==> src/rtl/hazard_stall_unit_if.sv <==
// Hazard/stall control bundle between the pipeline datapath and the
// hazard_stall_unit.
//   master: pipeline side; drives ID/EX hazard information, branch
//           resolution and memory wait, and receives the stall/flush
//           controls plus the event counters.
//   slave : hazard_stall_unit side.
// Signals:
//   IFIDrs1/IFIDrs2/IFID_uses_rs2 : source registers of the ID instruction
//   IDEXrd/IDEX_memread           : destination and load flag of EX instr
//   branch_taken                  : EX resolved a taken branch/jump
//   mem_busy                      : data memory not ready for MEM access
//   pc_write/IFID_write           : PC and IF/ID load enables
//   IFID_flush/IDEX_flush         : load NOP / bubble into IF/ID, ID/EX
//   pipe_hold                     : freeze ID/EX, EX/MEM, MEM/WB
//   load_use_cnt/redirect_cnt/mem_wait_cnt : saturating event counters
interface hazard_stall_unit_if #(
  parameter int CNT_W = 16
);
  logic [4:0]       IFIDrs1;
  logic [4:0]       IFIDrs2;
  logic             IFID_uses_rs2;
  logic [4:0]       IDEXrd;
  logic             IDEX_memread;
  logic             branch_taken;
  logic             mem_busy;
  logic             pc_write;
  logic             IFID_write;
  logic             IFID_flush;
  logic             IDEX_flush;
  logic             pipe_hold;
  logic [CNT_W-1:0] load_use_cnt;
  logic [CNT_W-1:0] redirect_cnt;
  logic [CNT_W-1:0] mem_wait_cnt;

  modport master (
    output IFIDrs1, IFIDrs2, IFID_uses_rs2, IDEXrd, IDEX_memread,
           branch_taken, mem_busy,
    input  pc_write, IFID_write, IFID_flush, IDEX_flush, pipe_hold,
           load_use_cnt, redirect_cnt, mem_wait_cnt
  );

  modport slave (
    input  IFIDrs1, IFIDrs2, IFID_uses_rs2, IDEXrd, IDEX_memread,
           branch_taken, mem_busy,
    output pc_write, IFID_write, IFID_flush, IDEX_flush, pipe_hold,
           load_use_cnt, redirect_cnt, mem_wait_cnt
  );
endinterface

==> src/rtl/hazard_stall_unit.sv <==
// hazard_stall_unit: ID-stage stall/flush controller for the 5-stage RV32
// pipeline. Resolves the hazards forwarding cannot: load-use, taken
// branch/jump redirect and data-memory wait states. Priority per cycle:
// mem_busy, then branch_taken, then load-use.
// Ports:
//   clk   : system clock, rising edge
//   reset : synchronous, active-high
//   hz    : hazard_stall_unit_if.slave bundle (see interface header)
// Parameters:
//   CNT_W           : width of each saturating event counter
//   REDIRECT_CYCLES : cycles IF/ID is flushed after a taken redirect (1..7)
module hazard_stall_unit #(
  parameter int          CNT_W           = 16,
  parameter int unsigned REDIRECT_CYCLES = 1
) (
  input  logic                clk,
  input  logic                reset,
  hazard_stall_unit_if.slave  hz
);

  typedef enum logic [1:0] {
    RUN,
    MEM_WAIT,
    REDIRECT
  } state_t;

  localparam logic [2:0] REDIR_RELOAD = 3'(REDIRECT_CYCLES - 1);

  state_t           state;
  logic [2:0]       redir_left;
  logic [CNT_W-1:0] load_use_q;
  logic [CNT_W-1:0] redirect_q;
  logic [CNT_W-1:0] mem_wait_q;

  logic lu;
  logic ev_busy;
  logic ev_redirect;
  logic ev_flush_only;
  logic ev_lu;

  function automatic logic [CNT_W-1:0] sat_inc(input logic [CNT_W-1:0] v);
    return (v == '1) ? v : v + CNT_W'(1);
  endfunction

  // MEM_WAIT with mem_busy low decodes exactly like RUN, so only REDIRECT
  // needs distinguishing in the event decode.
  always_comb begin
    lu = hz.IDEX_memread && (hz.IDEXrd != 5'd0) &&
         ((hz.IDEXrd == hz.IFIDrs1) ||
          (hz.IFID_uses_rs2 && (hz.IDEXrd == hz.IFIDrs2)));
    ev_busy       = hz.mem_busy;
    ev_redirect   = !hz.mem_busy && hz.branch_taken;
    ev_flush_only = !hz.mem_busy && !hz.branch_taken && (state == REDIRECT);
    ev_lu         = !hz.mem_busy && !hz.branch_taken && (state != REDIRECT) && lu;
  end

  always_comb begin
    hz.pc_write     = !(ev_busy || ev_lu);
    hz.IFID_write   = !(ev_busy || ev_lu);
    hz.IFID_flush   = ev_redirect || ev_flush_only;
    hz.IDEX_flush   = ev_redirect || ev_lu;
    hz.pipe_hold    = ev_busy;
    hz.load_use_cnt = load_use_q;
    hz.redirect_cnt = redirect_q;
    hz.mem_wait_cnt = mem_wait_q;
  end

  always_ff @(posedge clk) begin
    if (reset) begin
      state      <= RUN;
      redir_left <= '0;
      load_use_q <= '0;
      redirect_q <= '0;
      mem_wait_q <= '0;
    end else if (ev_busy) begin
      // A freeze inside REDIRECT keeps the remaining flush count intact.
      mem_wait_q <= sat_inc(mem_wait_q);
      if (state != REDIRECT) state <= MEM_WAIT;
    end else if (ev_redirect) begin
      redirect_q <= sat_inc(redirect_q);
      if (REDIRECT_CYCLES > 1) begin
        state      <= REDIRECT;
        redir_left <= REDIR_RELOAD;
      end else begin
        state <= RUN;
      end
    end else if (ev_flush_only) begin
      if (redir_left <= 3'd1) state <= RUN;
      else                    redir_left <= redir_left - 3'd1;
    end else begin
      state <= RUN;
      if (ev_lu) load_use_q <= sat_inc(load_use_q);
    end
  end

endmodule

==> src/flat_wrapper.sv <==
// flat-port wrapper written by rule: the top's interface ports become plain ports
module hazard_stall_unit_flat 
#(
  parameter int          CNT_W           = 16,
  parameter int unsigned REDIRECT_CYCLES = 1
)
  (clk, reset, hz_IFIDrs1, hz_IFIDrs2, hz_IFID_uses_rs2, hz_IDEXrd, hz_IDEX_memread, hz_branch_taken, hz_mem_busy, hz_pc_write, hz_IFID_write, hz_IFID_flush, hz_IDEX_flush, hz_pipe_hold, hz_load_use_cnt, hz_redirect_cnt, hz_mem_wait_cnt);
  hazard_stall_unit_if #(.CNT_W(CNT_W)) hz_i ();
  input  logic clk;
  input  logic reset;
  input wire logic [$bits(hz_i.IFIDrs1)-1:0] hz_IFIDrs1;
  input wire logic [$bits(hz_i.IFIDrs2)-1:0] hz_IFIDrs2;
  input wire logic [$bits(hz_i.IFID_uses_rs2)-1:0] hz_IFID_uses_rs2;
  input wire logic [$bits(hz_i.IDEXrd)-1:0] hz_IDEXrd;
  input wire logic [$bits(hz_i.IDEX_memread)-1:0] hz_IDEX_memread;
  input wire logic [$bits(hz_i.branch_taken)-1:0] hz_branch_taken;
  input wire logic [$bits(hz_i.mem_busy)-1:0] hz_mem_busy;
  output wire logic [$bits(hz_i.pc_write)-1:0] hz_pc_write;
  output wire logic [$bits(hz_i.IFID_write)-1:0] hz_IFID_write;
  output wire logic [$bits(hz_i.IFID_flush)-1:0] hz_IFID_flush;
  output wire logic [$bits(hz_i.IDEX_flush)-1:0] hz_IDEX_flush;
  output wire logic [$bits(hz_i.pipe_hold)-1:0] hz_pipe_hold;
  output wire logic [$bits(hz_i.load_use_cnt)-1:0] hz_load_use_cnt;
  output wire logic [$bits(hz_i.redirect_cnt)-1:0] hz_redirect_cnt;
  output wire logic [$bits(hz_i.mem_wait_cnt)-1:0] hz_mem_wait_cnt;
  assign hz_i.IFIDrs1 = hz_IFIDrs1;
  assign hz_i.IFIDrs2 = hz_IFIDrs2;
  assign hz_i.IFID_uses_rs2 = hz_IFID_uses_rs2;
  assign hz_i.IDEXrd = hz_IDEXrd;
  assign hz_i.IDEX_memread = hz_IDEX_memread;
  assign hz_i.branch_taken = hz_branch_taken;
  assign hz_i.mem_busy = hz_mem_busy;
  assign hz_pc_write = hz_i.pc_write;
  assign hz_IFID_write = hz_i.IFID_write;
  assign hz_IFID_flush = hz_i.IFID_flush;
  assign hz_IDEX_flush = hz_i.IDEX_flush;
  assign hz_pipe_hold = hz_i.pipe_hold;
  assign hz_load_use_cnt = hz_i.load_use_cnt;
  assign hz_redirect_cnt = hz_i.redirect_cnt;
  assign hz_mem_wait_cnt = hz_i.mem_wait_cnt;
  hazard_stall_unit #(.CNT_W(CNT_W), .REDIRECT_CYCLES(REDIRECT_CYCLES)) u_core (.clk(clk), .reset(reset), .hz(hz_i));
endmodule
==> config.mk <==
export PLATFORM = sky130hd
export DESIGN_NAME = hazard_stall_unit_flat
export DESIGN_NICKNAME = d
export VERILOG_FILES = /design/src/rtl/hazard_stall_unit_if.sv /design/src/rtl/hazard_stall_unit.sv /design/src/flat_wrapper.sv
export SDC_FILE = /design/constraint.sdc
export NUM_CORES = 1
export LEC_CHECK = 0
export ABC_AREA = 1
export BUFFER_PORTS_ARGS = -buffer_cell sky130_fd_sc_hd__buf_2
export CELL_PAD_IN_SITES_DETAIL_PLACEMENT = 0
export CELL_PAD_IN_SITES_GLOBAL_PLACEMENT = 1
export CORE_UTILIZATION = 37
export DETAILED_ROUTE_END_ITERATION = 12
export GPL_ROUTABILITY_DRIVEN = 0
export PLACE_DENSITY_LB_ADDON = 0.1
export SKIP_LAST_GASP = 1
export SLEW_MARGIN = 0
export SYNTH_ARGS = -nofsm -noshare
export SYNTH_HDL_FRONTEND = slang
export SYNTH_SLANG_ARGS = --single-unit
export TNS_END_PERCENT = 5
==> constraint.sdc <==
create_clock -name clk -period 1.8 [get_ports clk]
set_input_delay 0.09 -clock clk [delete_from_list [all_inputs] [get_ports clk]]
set_output_delay 0.09 -clock clk [all_outputs]
set_load 0.01 [all_outputs]
==> flow_summary.ini, run 1 <==
[outcome]
status = complete, no violations

[floorplanning]
dieHeight_um = 93.9
start_util_pct = 38.2
boundaryPins = 74
die_area_um2 = 8820
die_w_um = 93.9
rows = 33
core-area_um2 = 8180

[finish]
insertedDiodeCount = 0
drive_gt1_share_pct = 24.6
final_nets = 600
fillers = 918
synthToLayoutAreaGrowth_pct = 23.4
final_core_util_pct = 47.2

[detailed_routing]
via_per_inst = 4.82
drt_iter0_markers = 65
final_antenna_net_count = 0
vias = 3290
wirelength_um = 8320
drc = 0
wl_per_cell_um = 12.2
first_pass_iters = 4

[yosys]
synth_edf_count = 0
syn_nets = 503
avgSynthCellArea_um2 = 6.52
syn_area_um2 = 3120
synth.area.top_cells = dfxtp_1 (31%), nand2_1 (17%), nand3_1 (5.9%)
synth_top_area_share_pct = 30.8
synthCells = 479
ys_ff_latch = 48
yosysTopAreaCell = dfxtp_1
ys_top_cells_by_count = nand2_1 (140), dfxtp_1 (48), inv_1 (48), nor2_1 (48), nand3_1 (37)
ys_seq_area_share_pct = 30.8
yosys_warnings = 0
synth-main-ff-cell = dfxtp_1
synth_most_common_cell = nand2_1
synth_cell_types = 34
ys_async_sr_fraction_pct = 0

[cts]
cts_sinks = 48
cts_tree = built
clockBufferDepth = 2
cts_hold_buf = 0
path_clk_slew_ns = 0.10
cts_buffers = 5
cts_root_buf = clkbuf_8
clkLatencyLatePin_ns = 0.31
h-tree-depth = 2

[global_route]
grt_overflow = 0
grt_max_degree = 39
grt_pass1_vias = 3086
track_usage_pct = 19.8
antenna_found_initial = 0
grt_pass1_wl_um = 14000

[power_and_ir_drop]
pwr-share-clk_pct = 34.9
switchingPower_uw = 520
p_int_uw = 1460
power.share.combinational_pct = 10.6
ir_drop_v = 0.000301
swShare_pct = 26.3
p_leak_uw = 0.00173
cellPowerDensity_nw_per_um2 = 513
power_frac_seq_pct = 54.5

[sta]
hold_violations = 0
drv_slew = 0
tns_ns = 0
finalCriticalPeriod_ns = 1.65
period_share_pct = 91.5
rsz0062_at_grt = false
setup_viol = 0
worstMarginPinSlew_ns = 0.467
timing.fmax_mhz = 607
slew_headroom_pct = 68.9
skew_ns = 0.00822

[placed_design]
dp_hpwl_um = 6220
io_buffers = 73

[critical_path]
r2r_slack_ns = 0.15
rr_startpoint = u_core.hz.mem_wait_cnt[0]$_SDFFE_PP0P_
start_kind = register
path_class = register to register
reg2reg_to = u_core.hz.mem_wait_cnt[11]$_SDFFE_PP0P_
arrival_ns = 1.83
cp.required_ns = 1.98
cp_max_fo = 11
rr_worst_depth = 8
cp-end-kind = register

[min_path]
worstHoldStart = hz_mem_busy
hold_end = u_core.hz.mem_wait_cnt[9]$_SDFFE_PP0P_
holdCritPathClass = input port to register
hold_depth = 4

[run]
cap_violations = 0
==> power by group through the flow <==
stage               Sequential [uW]  Combinational, uW  Clock [uW]
finish                         1080                210         690
detailed placement             1100                209           0
global placement               1100                208           0
floorplan                      1110                123           0
CTS                            1080                209         718
global route                   1080                238         752
==> cell usage in the layout (no fill, tap or decap), types with 3 or more instances in the layout <==
| master | instances |
|---|---|
| xnor2_1 | 8 |
| nor2_2 | 4 |
| nand4_1 | 25 |
| o21ai_0 | 7 |
| nand3_1 | 37 |
| a21oi_1 | 35 |
| inv_1 | 48 |
| a21oi_2 | 5 |
| clkbuf_8 | 6 |
| dfxtp_1 | 48 |
| nand2_4 | 3 |
| nor2_1 | 48 |
| nand2_2 | 5 |
| xor2_1 | 18 |
| buf_2 | 73 |
| ha_1 | 3 |
| buf_4 | 32 |
| nand2_1 | 140 |
| nor3b_1 | 3 |
| nor3_1 | 9 |
| inv_2 | 3 |
==> per-layer routing <==
layer | global-route usage, % | wire length, um | up-vias | part of all wire (%)
li1 | - | - | 1741 | -
met3 | 3.07 | 264 | 7 | 3.2
met2 | 35.3 | 4040 | 47 | 49
met4 | 5.38 | 97 | 0 | 1.2
met5 | 0 | 0 | - | 0
met1 | 24.4 | 3910 | 1495 | 47
==> logic make-up after synthesis <==
group | synth area share [%]
AOI/OAI and AO/OA | 8.41
xor gates and xnor gates | 7.29
adders and majority gates | 1.20
buffers and inverters | 9.69
DFF | 30.8
and+or+nand+nor | 42.7
==> worst max-delay path, stage by stage, from the launching register on <==
cell,delay (ns)
dfxtp_1,0.38
ha_1,0.22
nand3_2,0.10
nor2_2,0.15
nand3_1,0.13
nand2_4,0.17
buf_4,0.16
o21ai_0,0.06
nor3b_1,0.14
==> worst max-delay path by stage <==
stage                                              end                                    from  slack [ns]
2_1_floorplan   u_core.hz.redirect_cnt[7]$_SDFFE_PP0P_  u_core.hz.redirect_cnt[0]$_SDFFE_PP0P_         0.1
3_3_place_gp    u_core.hz.mem_wait_cnt[7]$_SDFFE_PP0P_  u_core.hz.mem_wait_cnt[0]$_SDFFE_PP0P_        0.16
3_5_place_dp    u_core.hz.mem_wait_cnt[7]$_SDFFE_PP0P_  u_core.hz.mem_wait_cnt[1]$_SDFFE_PP0P_        0.08
4_1_cts         u_core.hz.mem_wait_cnt[7]$_SDFFE_PP0P_  u_core.hz.mem_wait_cnt[0]$_SDFFE_PP0P_        0.03
5_1_grt         u_core.hz.redirect_cnt[3]$_SDFFE_PP0P_  u_core.hz.redirect_cnt[0]$_SDFFE_PP0P_        0.01
6_report       u_core.hz.mem_wait_cnt[11]$_SDFFE_PP0P_  u_core.hz.mem_wait_cnt[0]$_SDFFE_PP0P_        0.15
==> registers in the layout, summed over array words and instances, names as in the netlist <==
| name | flops |
|---|---|
| u_core.hz.load_use_cnt | 16 |
| u_core.hz.mem_wait_cnt | 16 |
| u_core.hz.redirect_cnt | 16 |
==> timing repair <==
action | CTS | global route
gates resized for setup | 0 | 1
buffers inserted | 0 | 2
endpoints found under the setup margin | 0 | 13
==> layout make-up <==
| type | instances | area [um^2] | share of cell area, % |
|---|---|---|---|
| Clock inverter | 1 | 7.51 | 0.195 |
| Tap cell | 105 | 131 | 3.41 |
| Multi-Input combinational cell | 363 | 1870 | 48.4 |
| Timing Repair Buffer | 105 | 606 | 15.7 |
| Inverter | 53 | 199 | 5.16 |
| Clock buffer | 7 | 86.3 | 2.24 |
| Sequential cell | 48 | 961 | 24.9 |
==> metrics by stage <==
step	area [um^2]	instances	setup WS, ns	total power [uW]	hold slack [ns]
6_report	3860	682	0.153	1980	0.267
3_5_place_dp	3740	672	0.0828	1310	0.491
3_3_place_gp	3740	672	0.156	1310	0.492
5_1_grt	3860	682	0.0110	2070	0.283
2_1_floorplan	3120	479	0.0965	1230	0.232
4_1_cts	3840	680	0.0345	2010	0.263
No activity file was read; power rests on OpenSTA's default activity.
==> inputs of run 2 (changes only) <==
--- a/config.mk
+++ b/config.mk
@@ -5,11 +5,12 @@
 export SDC_FILE = /design/constraint.sdc
 export NUM_CORES = 1
 export LEC_CHECK = 0
-export ABC_AREA = 1
+export ABC_AREA = 0
 export BUFFER_PORTS_ARGS = -buffer_cell sky130_fd_sc_hd__buf_2
+export CAP_MARGIN = 25
 export CELL_PAD_IN_SITES_DETAIL_PLACEMENT = 0
 export CELL_PAD_IN_SITES_GLOBAL_PLACEMENT = 1
-export CORE_UTILIZATION = 37
+export CORE_UTILIZATION = 38
 export DETAILED_ROUTE_END_ITERATION = 12
 export GPL_ROUTABILITY_DRIVEN = 0
 export PLACE_DENSITY_LB_ADDON = 0.1
==> flow_summary.ini, run 2 <==
[outcome]
status = complete, but fails checks
violations = DRC

[critical_path]
cp_cell_sequence = and4_1 -> nand4_1 -> nand4_1 -> nor3_1 -> mux2_2
start_kind = register
critPathLaunch = u_core.hz.load_use_cnt[10]$_SDFFE_PP0P_
rr_startpoint = u_core.hz.load_use_cnt[10]$_SDFFE_PP0P_
critical_path.top_delay_family = simple AND/OR/NAND/NOR gates
critPathMostFrequentCell = nand4_1
cp_max_fo = 6
cp.required_ns = 2.00
arrival_ns = 1.97
slowest_delay_ns = 0.36
path_class = register to register
critical_path_buf_inv_count = 0
slowest_stage = mux2_2
cp-end-kind = register

[detailed_routing]
wl_met3_um = 266
drt_iter0_markers = 89
vias = 2556
wirelength_um = 6210
wl_per_cell_um = 12.8
m1WireLength_um = 2970
final_antenna_net_count = 0
top_layer = met4
drc = 5
wl_met2_um = 2920
first_pass_iters = 8
via_per_inst = 5.28

[floorplanning]
die_area_um2 = 7140
rows = 29
dieHeight_um = 84.5
die_w_um = 84.5
start_util_pct = 40.1
boundaryPins = 74
core-area_um2 = 6460

[placed_design]
dp_hpwl_um = 4640
io_buffers = 73

[cts]
cts_sinks = 48
cts_tree = built
h-tree-depth = 2
cts_root_buf = clkbuf_8
clkLatencyLatePin_ns = 0.30
cts_buffers = 5
clockBufferDepth = 2
path_clk_slew_ns = 0.09

[finish]
synthToLayoutAreaGrowth_pct = 31.0
fillers = 674
multi_input_area_um2 = 1530
insertedDiodeCount = 0
final_cell_mix = buf_2 (73), dfxtp_1 (48), nor2_1 (39), buf_4 (39), xnor2_1 (21)
final_common_cell = buf_2
final_nets = 430
seq_area_um2 = 961
drive_gt1_share_pct = 32.4

[sta]
rsz0062_at_grt = true
timing.fmax_mhz = 565
worstMarginPinSlew_ns = 0.704
finalCriticalPeriod_ns = 1.77
hold_violations = 0
drv_slew = 0
period_share_pct = 98.3
setup_viol = 0
hold-worst-slack_ns = 0.305
slew_headroom_pct = 53.1
skew_ns = 0.00818

[yosys]
yosys_warnings = 0
syn_area_um2 = 2590
ys_seq_area_share_pct = 37.1
synthCells = 301
avgSynthCellArea_um2 = 8.60
ys_async_sr_fraction_pct = 0
synth-main-ff-cell = dfxtp_1
syn_nets = 325
synth.area.top_cells = dfxtp_1 (37%), xnor2_1 (7.1%), nor2_1 (5.7%)
ys_top_cells_by_count = dfxtp_1 (48), nor2_1 (39), xnor2_1 (21)
synth_cell_types = 44
synth_top_area_share_pct = 37.1
ys_ff_latch = 48
synth_most_common_cell = dfxtp_1
synth_edf_count = 0
yosysTopAreaCell = dfxtp_1

[power_and_ir_drop]
ir_drop_v = 0.000317
p_leak_uw = 0.00144
p_total_uw = 2010
cellPowerDensity_nw_per_um2 = 592

[global_route]
grt_pass1_vias = 2284
grt_max_degree = 39
track_usage_pct = 17.5
grt_overflow = 0
antenna_found_initial = 0
grt_pass1_wl_um = 10300

[run]
cap_violations = 0

[min_path]
worstHoldStart = hz_IDEX_memread
holdCritPathClass = input port to register
-- run 2: cell count changes after synthesis, sizes merged, moves of 7 or more --
cell | before | now
xnor2 | 8 | 21
nor2b | 0 | 7
nand2 | 148 | 18
or4 | 0 | 7
nor2 | 54 | 39
nand4 | 27 | 9
a21oi | 40 | 14
nand3 | 39 | 17
and4 | 0 | 9
inv | 51 | 5
-- run 2: report_power, final --
part           switching, uW  internal, uW
logic                   92.6          68.5
clock network            358           413
registers               7.44          1070
-- run 2: worst reg2reg max path: cells and delay by family (launching register included) --
family	cells	cell delay (ns)
muxes	1	0.36
DFF	1	0.33
and+or+nand+nor	4	0.98
-- run 2: cell families (layout without fill, tap and decap cells) --
logic type               Yosys count  count (layout)  share of synthesized area [%]
multiplexers                       9               9                           3.77
adder cells (fa/ha/maj)            3               3                           1.45
AND/OR/NAND/NOR                  139             139                           28.7
XOR/XNOR                          35              35                           11.8
AO/OA/AOI/OAI                     47              47                           13.1
buffers and inverters             20             126                           3.96
flip-flops                        48              48                           37.1
-- run 2: layer usage --
metal,global-route usage (%),vias to the layer above
li1,-,1299
met1,24.0,1196
met2,27.9,56
met3,3.34,5
met4,5.24,0
met5,0,-
-- run 2: what timing repair did --
| item | 4_1_cts | 5_1_grt |
|---|---|---|
| hold buffers | 0 | 0 |
| setup buffers | 0 | 0 |
| resized for setup | 0 | 1 |
| endpoints found under the hold margin | 0 | 0 |
| endpoints found under the setup margin | 0 | 9 |
-- run 2: per-stage QoR --
step	instances	area, um^2	utilization (%)	setup TNS, ns	setup slack (ns)
global placement	476	3280	50.8	0	0.0526
global route	484	3390	52.5	-0.405	-0.101
finish	484	3390	52.5	0	0.0314
CTS	484	3390	52.4	0	0.0444
floorplan	301	2590	-	0	0.0747
detailed placement	476	3280	50.8	0	0.0335
-- run 2: path summary, 6_finish.rpt --
check | slack [ns] | to | cells past startpoint
max | 0.03 | u_core.hz.load_use_cnt[9]$_SDFFE_PP0P_ | 5
min reg2reg | 0.52 | u_core.hz.mem_wait_cnt[14]$_SDFFE_PP0P_ | 2
min | 0.31 | u_core.hz.load_use_cnt[12]$_SDFFE_PP0P_ | 4
max reg2reg | 0.03 | u_core.hz.load_use_cnt[9]$_SDFFE_PP0P_ | 5
-- run 2: final cells by class --
class / count / area share (%)
clock buffer: 6 / 2.14
inverter: 5 / 0.554
sequential: 48 / 28.3
tap: 77 / 2.84
timing repair buffer: 113 / 20.0
multi-input combinational: 233 / 45.1
clock inverter: 2 / 1.03
